<file path="config.mk">
export PLATFORM = sky130hd
export DESIGN_NAME = bsg_credit_rr_arb
export DESIGN_NICKNAME = d
export VERILOG_FILES = /design/src/rtl/bsg_credit_rr_arb_pkg.sv /design/src/rtl/bsg_credit_rr_arb_pick.sv /design/src/rtl/bsg_credit_rr_arb.sv
export SDC_FILE = /design/constraint.sdc
export NUM_CORES = 1
export LEC_CHECK = 0
export BUFFER_PORTS_ARGS = -buffer_cell sky130_fd_sc_hd__buf_2
export CORE_MARGIN = 1
export CORE_UTILIZATION = 50
export CTS_CLUSTER_DIAMETER = 80
export DETAILED_ROUTE_END_ITERATION = 6
export PLACE_DENSITY = 0.84
export SKIP_CTS_REPAIR_TIMING = 1
export SLEW_MARGIN = 40
export SYNTH_ARGS = -nofsm -noshare
export SYNTH_HDL_FRONTEND = slang
export SYNTH_SLANG_ARGS = --single-unit
</file>
<file path="constraint.sdc">
create_clock -name clk_i -period 4.1 [get_ports clk_i]
set_input_delay 0.82 -clock clk_i [delete_from_list [all_inputs] [get_ports clk_i]]
set_output_delay 0.82 -clock clk_i [all_outputs]
set_load 0.02 [all_outputs]
</file>
<file path="src/rtl/bsg_credit_rr_arb_pkg.sv">
// Package: bsg_credit_rr_arb_pkg
// Shared types and helpers for bsg_credit_rr_arb.
//   lg_c_f        width of a credit counter able to hold 0..max_credits
//   credit_cnt_t  credit counter type sized for the default max_credits_p of 8
//   cnt_op_e      credit counter operation selected each cycle
// Build option: BSG_CREDIT_RR_ARB_BYPASS_EN (used by the top level, not here).
package bsg_credit_rr_arb_pkg;

    function automatic int unsigned lg_c_f(input int unsigned max_credits);
        return $clog2(max_credits + 1);
    endfunction

    localparam int unsigned MaxCreditsDefault = 8;
    localparam int unsigned LgCDefault        = lg_c_f(MaxCreditsDefault);

    typedef logic [LgCDefault-1:0] credit_cnt_t;

    typedef enum logic [1:0] {
        CntNop,
        CntInc,
        CntDec
    } cnt_op_e;

endpackage

</file>
<file path="src/rtl/bsg_credit_rr_arb_pick.sv">
// Module: bsg_credit_rr_arb_pick
// Combinational rotate-priority finder: scans v_i starting at rr_ptr_i, wrapping modulo
// els_p, and reports the first set bit.
// Ports:
//   v_i       in   els_p   request vector
//   rr_ptr_i  in   PtrW    index with highest priority this cycle
//   grant_o   out  els_p   one-hot winner (zero when no request)
//   idx_o     out  PtrW    encoded winner (zero when no request)
//   any_o     out  1       at least one request present
module bsg_credit_rr_arb_pick
    import bsg_credit_rr_arb_pkg::*;
#(
    parameter  int unsigned els_p = 4,
    localparam int unsigned PtrW  = $clog2(els_p)
) (
    input  logic [els_p-1:0] v_i,
    input  logic [PtrW-1:0]  rr_ptr_i,
    output logic [els_p-1:0] grant_o,
    output logic [PtrW-1:0]  idx_o,
    output logic             any_o
);

    int unsigned    k;
    logic [PtrW-1:0] ki;
    logic           found;

    always_comb begin
        grant_o = '0;
        idx_o   = '0;
        any_o   = |v_i;
        found   = 1'b0;
        k       = 0;
        ki      = '0;
        for (int unsigned off = 0; off < els_p; off++) begin
            k  = (32'(rr_ptr_i) + off) % els_p;
            ki = PtrW'(k);
            if (!found && v_i[ki]) begin
                found       = 1'b1;
                grant_o[ki] = 1'b1;
                idx_o       = ki;
            end
        end
    end

endmodule

</file>
<file path="src/rtl/bsg_credit_rr_arb.sv">
// Module: bsg_credit_rr_arb
// Shares one credit-flow-controlled output channel among els_p valid/yumi requesters.
// Holds the sender-side credit count, grants round-robin while credit is available and
// muxes the granted payload onto the channel.
// Ports:
//   clk_i         in   1              clock
//   reset_i       in   1              synchronous active-high reset
//   v_i           in   els_p          requester valid
//   data_i        in   els_p*width_p  payload, requester k at [k*width_p +: width_p]
//   yumi_o        out  els_p          one-hot grant
//   v_o           out  1              channel valid, consumes one credit
//   data_o        out  width_p        granted payload
//   tag_o         out  $clog2(els_p)  granted requester index
//   credit_i      in   1              one credit returned
//   credit_cnt_o  out  lg_c           registered credit count
//   overflow_o    out  1              sticky: credit returned beyond max_credits_p
// Build option: BSG_CREDIT_RR_ARB_BYPASS_EN lets a credit returned at count 0 be spent
// in the same cycle.
module bsg_credit_rr_arb
    import bsg_credit_rr_arb_pkg::*;
#(
    parameter  int unsigned els_p         = 4,
    parameter  int unsigned width_p       = 8,
    parameter  int unsigned max_credits_p = 8,
    localparam int unsigned PtrW          = $clog2(els_p),
    localparam int unsigned LgC           = lg_c_f(max_credits_p)
) (
    input  logic                     clk_i,
    input  logic                     reset_i,
    input  logic [els_p-1:0]         v_i,
    input  logic [els_p*width_p-1:0] data_i,
    output logic [els_p-1:0]         yumi_o,
    output logic                     v_o,
    output logic [width_p-1:0]       data_o,
    output logic [PtrW-1:0]          tag_o,
    input  logic                     credit_i,
    output logic [LgC-1:0]           credit_cnt_o,
    output logic                     overflow_o
);

    localparam logic [LgC-1:0] MaxCnt = LgC'(max_credits_p);

    logic [PtrW-1:0]  rr_ptr_q, rr_ptr_d;
    logic [LgC-1:0]   credit_cnt_q, credit_cnt_d;
    logic             overflow_q, overflow_d;

    logic [els_p-1:0] pick_grant;
    logic [PtrW-1:0]  pick_idx;
    logic             pick_any;
    logic             avail;
    logic             grant;
    cnt_op_e          cnt_op;

    bsg_credit_rr_arb_pick #(
        .els_p (els_p)
    ) u_pick (
        .v_i      (v_i),
        .rr_ptr_i (rr_ptr_q),
        .grant_o  (pick_grant),
        .idx_o    (pick_idx),
        .any_o    (pick_any)
    );

`ifdef BSG_CREDIT_RR_ARB_BYPASS_EN
    // A credit arriving at zero is forwarded straight into this cycle's send.
    assign avail = (credit_cnt_q != '0) | credit_i;
`else
    assign avail = (credit_cnt_q != '0);
`endif

    assign grant = avail & pick_any & ~reset_i;

    always_comb begin
        v_o    = grant;
        yumi_o = grant ? pick_grant : '0;
        tag_o  = grant ? pick_idx : '0;
        data_o = grant ? data_i[32'(pick_idx)*width_p +: width_p] : '0;
    end

    always_comb begin
        cnt_op = CntNop;
        if (grant && !credit_i) begin
            cnt_op = CntDec;
        end else if (!grant && credit_i) begin
            cnt_op = CntInc;
        end
    end

    always_comb begin
        credit_cnt_d = credit_cnt_q;
        overflow_d   = overflow_q;
        rr_ptr_d     = rr_ptr_q;
        if (grant) begin
            rr_ptr_d = (32'(pick_idx) == els_p - 1) ? '0 : pick_idx + PtrW'(1);
        end
        unique case (cnt_op)
            CntDec: credit_cnt_d = credit_cnt_q - LgC'(1);
            CntInc: begin
                // Excess credit saturates at max and latches the error flag.
                if (credit_cnt_q == MaxCnt) begin
                    overflow_d = 1'b1;
                end else begin
                    credit_cnt_d = credit_cnt_q + LgC'(1);
                end
            end
            default: ;
        endcase
    end

    always_ff @(posedge clk_i) begin
        if (reset_i) begin
            credit_cnt_q <= MaxCnt;
            rr_ptr_q     <= '0;
            overflow_q   <= 1'b0;
        end else begin
            credit_cnt_q <= credit_cnt_d;
            rr_ptr_q     <= rr_ptr_d;
            overflow_q   <= overflow_d;
        end
    end

    assign credit_cnt_o = credit_cnt_q;
    assign overflow_o   = overflow_q;

endmodule
</file>
==> run_results.csv, run 1 <==
group,metric,value,unit
hold_path,hp-start,"overflow_o$_SDFFE_PP0P_",
detailed_routing,via_per_inst,6.05,
hold_path,whs_endpoint,"overflow_o$_SDFFE_PP0P_",
setup_path,cp_data_arrival_time,3100,ps
hold_path,hp-class,"reg -> reg",
detailed_routing,wl_per_cell,14.0,um
power,p_leak,0.758,nW
detailed_routing,vias,1471,
sta,rsz0062_at_grt,"no",
setup_path,max_stage_delay,520,ps
cells_and_area,final_cell_mix,"buf_2, nor2_1, mux2i_1, ha_1, o22ai_1",
cells_and_area,num-fill-cells,247,
cts,clkTransAtPathRegs,60,ps
setup_path,path_max_fanout,12,
floorplanning,die_h,53.6,um
yosys,synth_edf_count,0,
yosys,synth.top_cell.area_share,10.5,%
cts,numCtsBuffers,3,
floorplanning,initial_core_util,53.2,%
detailed_routing,wl,3390,um
sta,hold_viol,0,
cells_and_area,num-nets-final,264,
sta,fmax,255,MHz
detailed_routing,drc,0,
sta,finClkSkew,10.2,ps
placement,place.gp.congestion,0.747,
run,drv_cap,0,
yosys,async_reset_ff_share,0,%
cts,cts_root_buffer,"clkbuf_4",
grt,grt.total_usage,24.2,%
sta,setup_viol_count_final,0,
sta,worstMarginPinSlew,489,ps
setup_path,r2r_slack,1390,ps
cts,cts_tree,"built",
sta,setup_tns,0,ps
placement,dp_hpwl,2570,um
detailed_routing,drtAntennaViolNets,0,
cells_and_area,syn_to_final_growth,21.7,%
setup_path,critPathSlowestCell,"ha_1",
power,ir_drop,0.000632,V
yosys,synth_cell_types,46,
floorplanning,pin_count,59,
detailed_routing,first_pass_iters,4,
setup_path,r2r_end,"credit_cnt_o[3]$_SDFFE_PP1P_",
setup_path,start_kind,"register",
placement,dpl.cell_count,239,
sta,period_share,95.6,%
cells_and_area,layout_commonest_cell,"buf_2",
cts,clockBufferDepth,2,
detailed_routing,drtIter0Drc,33,
setup_path,cp.required,3280,ps
cts,clk_latency,260,ps
yosys,synthTopCellsByArea,"dfxtp_1, ha_1, mux2i_1, nor2_1, mux2_2",
cts,numClockSinks,7,
cells_and_area,multiInputGateArea,1090,um2
yosys,synth_seq_cells,7,
grt,antenna_found_initial,0,
floorplanning,dieArea,2870,um2
cells_and_area,seq_area,140,um2
sta,min_period,3920,ps
grt,grt_pass1_vias,1234,
grt,grt_pass1_wl,5200,um
yosys,synth_nets,209,
floorplanning,die_x,53.6,um
setup_path,r2r_start,"credit_cnt_o[0]$_SDFFE_PP0P_",
cts,htreeDepth,1,
floorplanning,core-area,2500,um2
yosys,synth_ff_type,"dfxtp_1",
setup_path,path_cells,"inv_1 > ha_1 > mux4_2 > nor2b_4 > o21ai_4 > o21ai_4 > mux2i_1 > o32ai_1 > buf_2",
cells_and_area,finalNonFillerCells,243,
yosys,synth_warnings,0,
sta,maxSlewViolCount,0,
floorplanning,num_rows,18,
cells_and_area,drive_gt1_share,38.0,%
power,power.density,782,nW/um2
grt,grt_max_degree,23,
outcome,status,"finished, final reports clean",
sta,slew_headroom,67.0,%
setup_path,reg2regPathDepth,10,
placement,numPortBuffers,58,
grt,grt.overflow.total,0,
cells_and_area,n_antenna_cell,0,
yosys,syn_area,1330,um2
yosys,syn_area_per_cell,8.36,um2
hold_path,whs_path_depth,2,
yosys,seq_area_frac_synth,10.5,%
yosys,syn_inst,159,
setup_path,crit_top_cell,"o21ai_4",
setup_path,path_class,"reg -> out",
setup_path,end_kind,"output pin",
yosys,synth_top_cell_by_area,"dfxtp_1",
-- per-layer routing --
metal / track usage, % / up-vias / part of all wire, %
met5: 0 / - / 0
met4: 6.58 / 0 / 0.41
met3: 0.847 / 2 / 4.5
met2: 43.5 / 40 / 53
met1: 31.2 / 703 / 42
li1: - / 726 / -
-- sequential cells by signal, summed over array words and instances, names as in the netlist --
signal	count
credit_cnt_o	4
rr_ptr_q	2
overflow_o	1
-- layout make-up --
type | instances | area share [%]
multi-input cells | 137 | 67.3
repair buffers | 60 | 18.9
clock buffers | 4 | 1.63
well taps | 30 | 2.32
flip-flops and latches | 7 | 8.67
inverters | 5 | 1.16
-- metrics by stage --
stage / area [um2] / utilization, % / hold WS [ps] / total power [mW] / setup WS, ps
6_report: 1620 / 64.7 / 480 / 1.26 / 182
3_3_place_gp: 1590 / 63.6 / 459 / 1.17 / 473
5_1_grt: 1620 / 64.7 / 511 / 1.38 / 11.0
3_5_place_dp: 1590 / 63.6 / 469 / 1.19 / 445
2_1_floorplan: 1330 / - / 584 / 0.993 / 633
4_1_cts: 1620 / 64.7 / 483 / 1.26 / 201
-- cells by family after synthesis --
kind of cell    count (synthesis)  share of synthesized area, %
flops                           7                          10.5
buf+inv                        15                          7.53
xor+xnor                        2                          1.32
fa+ha+maj                      11                          10.9
compound gates                 53                          31.1
mux                            22                          20.2
simple gates                   49                          18.5
-- critical path, delay by kind of cell, from the launching register on --
family | cells | cell delay, ps
buffers and inverters | 2 | 370
muxes | 2 | 760
AOI/OAI and AO/OA | 3 | 470
and+or+nand+nor | 1 | 230
adders and majority gates | 1 | 520
DFF | 1 | 500
-- report_power, final --
part           leakage [nW]  internal (mW)  switching, mW
registers            0.0581         0.0965         0.0398
logic                 0.685          0.440          0.621
clock network        0.0150         0.0374         0.0290
-- how the worst max path moves through the flow --
stage	from	end	cells past startpoint
after floorplan	v_i[2]	data_o[0]	8
after global routing	rr_ptr_q[1]$_SDFFE_PP0P_	data_o[5]	9
final	rr_ptr_q[1]$_SDFFE_PP0P_	data_o[0]	9
after detailed placement	v_i[3]	data_o[0]	7
after global placement	v_i[3]	data_o[0]	7
after CTS	rr_ptr_q[1]$_SDFFE_PP0P_	data_o[0]	9
-- cell usage after synthesis (all sizes together) (2+ instances only) --
cell / n
a21o: 3
mux2: 8
a221oi: 4
nor3: 2
mux2i: 11
mux4: 3
a32oi: 2
o22ai: 9
or3: 3
dfxtp: 7
ha: 10
o21ai: 7
nor2b: 3
o32ai: 8
inv: 5
xnor2: 2
nor2: 26
nand3b: 2
o21bai: 3
o211ai: 2
buf: 10
a22oi: 5
a21oi: 3
nand2: 5
Note: power is estimated with default switching activity, not from simulation.
==> inputs of run 2 (changes only) <==
CORE_UTILIZATION = 23   (was 50)
PLACE_DENSITY = default   (was 0.84)
clock period = 4.2 ns   (was 4.1 ns; I/O delays follow)
==> run_results.csv, run 2 (synthesized netlist as in run 1, its figures left out) <==
group,metric,value,unit
power,clkPwrFrac,8.0,%
detailed_routing,wl,3580,um
detailed_routing,drtAntennaViolNets,0,
placement,place.gp.congestion,0.804,
sta,min_period,3870,ps
cts,clkTransAtPathRegs,50,ps
sta,maxSlewViolCount,0,
cts,clk_latency,230,ps
hold_path,hp-class,"reg -> reg",
detailed_routing,vias,1408,
grt,grt.overflow.total,0,
setup_path,r2r_start,"credit_cnt_o[0]$_SDFFE_PP0P_",
hold_path,hp-start,"overflow_o$_SDFFE_PP0P_",
cells_and_area,drive_gt1_share,38.0,%
sta,slew_headroom,61.7,%
floorplanning,pin_count,59,
setup_path,end_kind,"output pin",
cells_and_area,n_antenna_cell,0,
floorplanning,core-area,5540,um2
power,ir_drop,0.000301,V
cts,htreeDepth,1,
run,drv_cap,0,
cells_and_area,syn_to_final_growth,27.0,%
sta,rsz0062_at_grt,"no",
cts,cts_tree,"built",
floorplanning,num_rows,27,
cells_and_area,multiInputGateArea,1090,um2
setup_path,start_kind,"register",
floorplanning,die_x,78.0,um
cells_and_area,seq_area,140,um2
placement,placed_area,1640,um2
sta,hold_viol,0,
cells_and_area,num-nets-final,264,
detailed_routing,drc,0,
sta,fmax,258,MHz
power,p_comb_share,81.3,%
power,power.switching,0.672,mW
cells_and_area,stdcell_area,1690,um2
grt,grt.total_usage,11.5,%
placement,dpl.cell_count,281,
detailed_routing,first_pass_iters,4,
sta,period_share,92.2,%
grt,antenna_found_initial,0,
power,p_leak,0.766,nW
power,seq_power_share,10.6,%
cts,cts_root_buffer,"clkbuf_8",
power,power.density,747,nW/um2
cells_and_area,num-fill-cells,630,
power,swShare,53.3,%
grt,grt_pass1_wl,5800,um
setup_path,path_max_fanout,12,
floorplanning,dieArea,6090,um2
sta,setup_viol_count_final,0,
setup_path,cp.required,3360,ps
setup_path,path_class,"reg -> out",
grt,grt_pass1_vias,1294,
sta,setup_tns,0,ps
power,p_int,0.589,mW
placement,dp_hpwl,2700,um
detailed_routing,drtIter0Drc,75,
cts,numClockSinks,7,
detailed_routing,wl_per_cell,12.6,um
floorplanning,die_h,78.0,um
sta,whs,470,ps
setup_path,cp_data_arrival_time,3030,ps
sta,worstMarginPinSlew,575,ps
setup_path,critical_path.startpoint,"rr_ptr_q[1]$_SDFFE_PP0P_",
sta,finClkSkew,3.10,ps
cells_and_area,layout_commonest_cell,"buf_2",
detailed_routing,via_per_inst,4.94,
grt,grt_max_degree,23,
cells_and_area,finalNonFillerCells,285,
floorplanning,initial_core_util,24.0,%
cells_and_area,final_core_util,30.5,%
cells_and_area,final_cell_mix,"buf_2, nor2_1, mux2i_1, ha_1, o22ai_1",
outcome,status,"finished, final reports clean",
placement,numPortBuffers,58,
cts,numCtsBuffers,3,
cells_and_area,largest_reg_flops,4,
cts,clockBufferDepth,2,
[run 2: critical path: stages (launching register included)]
cell and delay [ps]:
dfxtp_1 490, inv_1 180, ha_1 520, mux4_2 470
nor2b_4 230, o21ai_4 120, o21ai_4 220, mux2i_1 270
o32ai_1 110, buf_2 190
[run 2: area by class of cell]
class | instances | share of cell area [%]
clock buffers | 4 | 2.67
inverters | 5 | 1.11
multi-input cells | 137 | 64.5
flip-flops and latches | 7 | 8.30
well taps | 72 | 5.34
repair buffers | 60 | 18.1
[run 2: worst paths after layout]
kind                             endpoint  slack, ps  depth (start not counted)
max                             data_o[0]        330                          9
min reg2reg       overflow_o$_SDFFE_PP0P_        470                          2
max reg2reg  credit_cnt_o[3]$_SDFFE_PP1P_       1410                         10
min               overflow_o$_SDFFE_PP0P_        470                          2
[run 2: power by group through the flow]
stage | Combinational, mW | Clock [mW] | Sequential (mW)
2_1_floorplan | 0.816 | 0 | 0.154
3_3_place_gp | 1.03 | 0 | 0.134
3_5_place_dp | 1.03 | 0 | 0.134
4_1_cts | 1.03 | 0.103 | 0.134
5_1_grt | 1.13 | 0.108 | 0.140
6_report | 1.03 | 0.101 | 0.134
[run 2: metal layers]
layer	up-vias	share of wire, %	global-route usage, %	routed length [um]
met5	-	0	0	0
met4	0	0.39	1.67	14
met3	2	3.9	2.21	139
met2	31	47	20.9	1700
met1	649	48	14.3	1730
li1	726	-	-	-
[run 2: metrics by stage]
stage | worst slack [ps] | power [mW]
floorplan | 693 | 0.970
global placement | 503 | 1.16
detailed placement | 483 | 1.16
CTS | 321 | 1.27
global route | 77.0 | 1.38
finish | 328 | 1.26
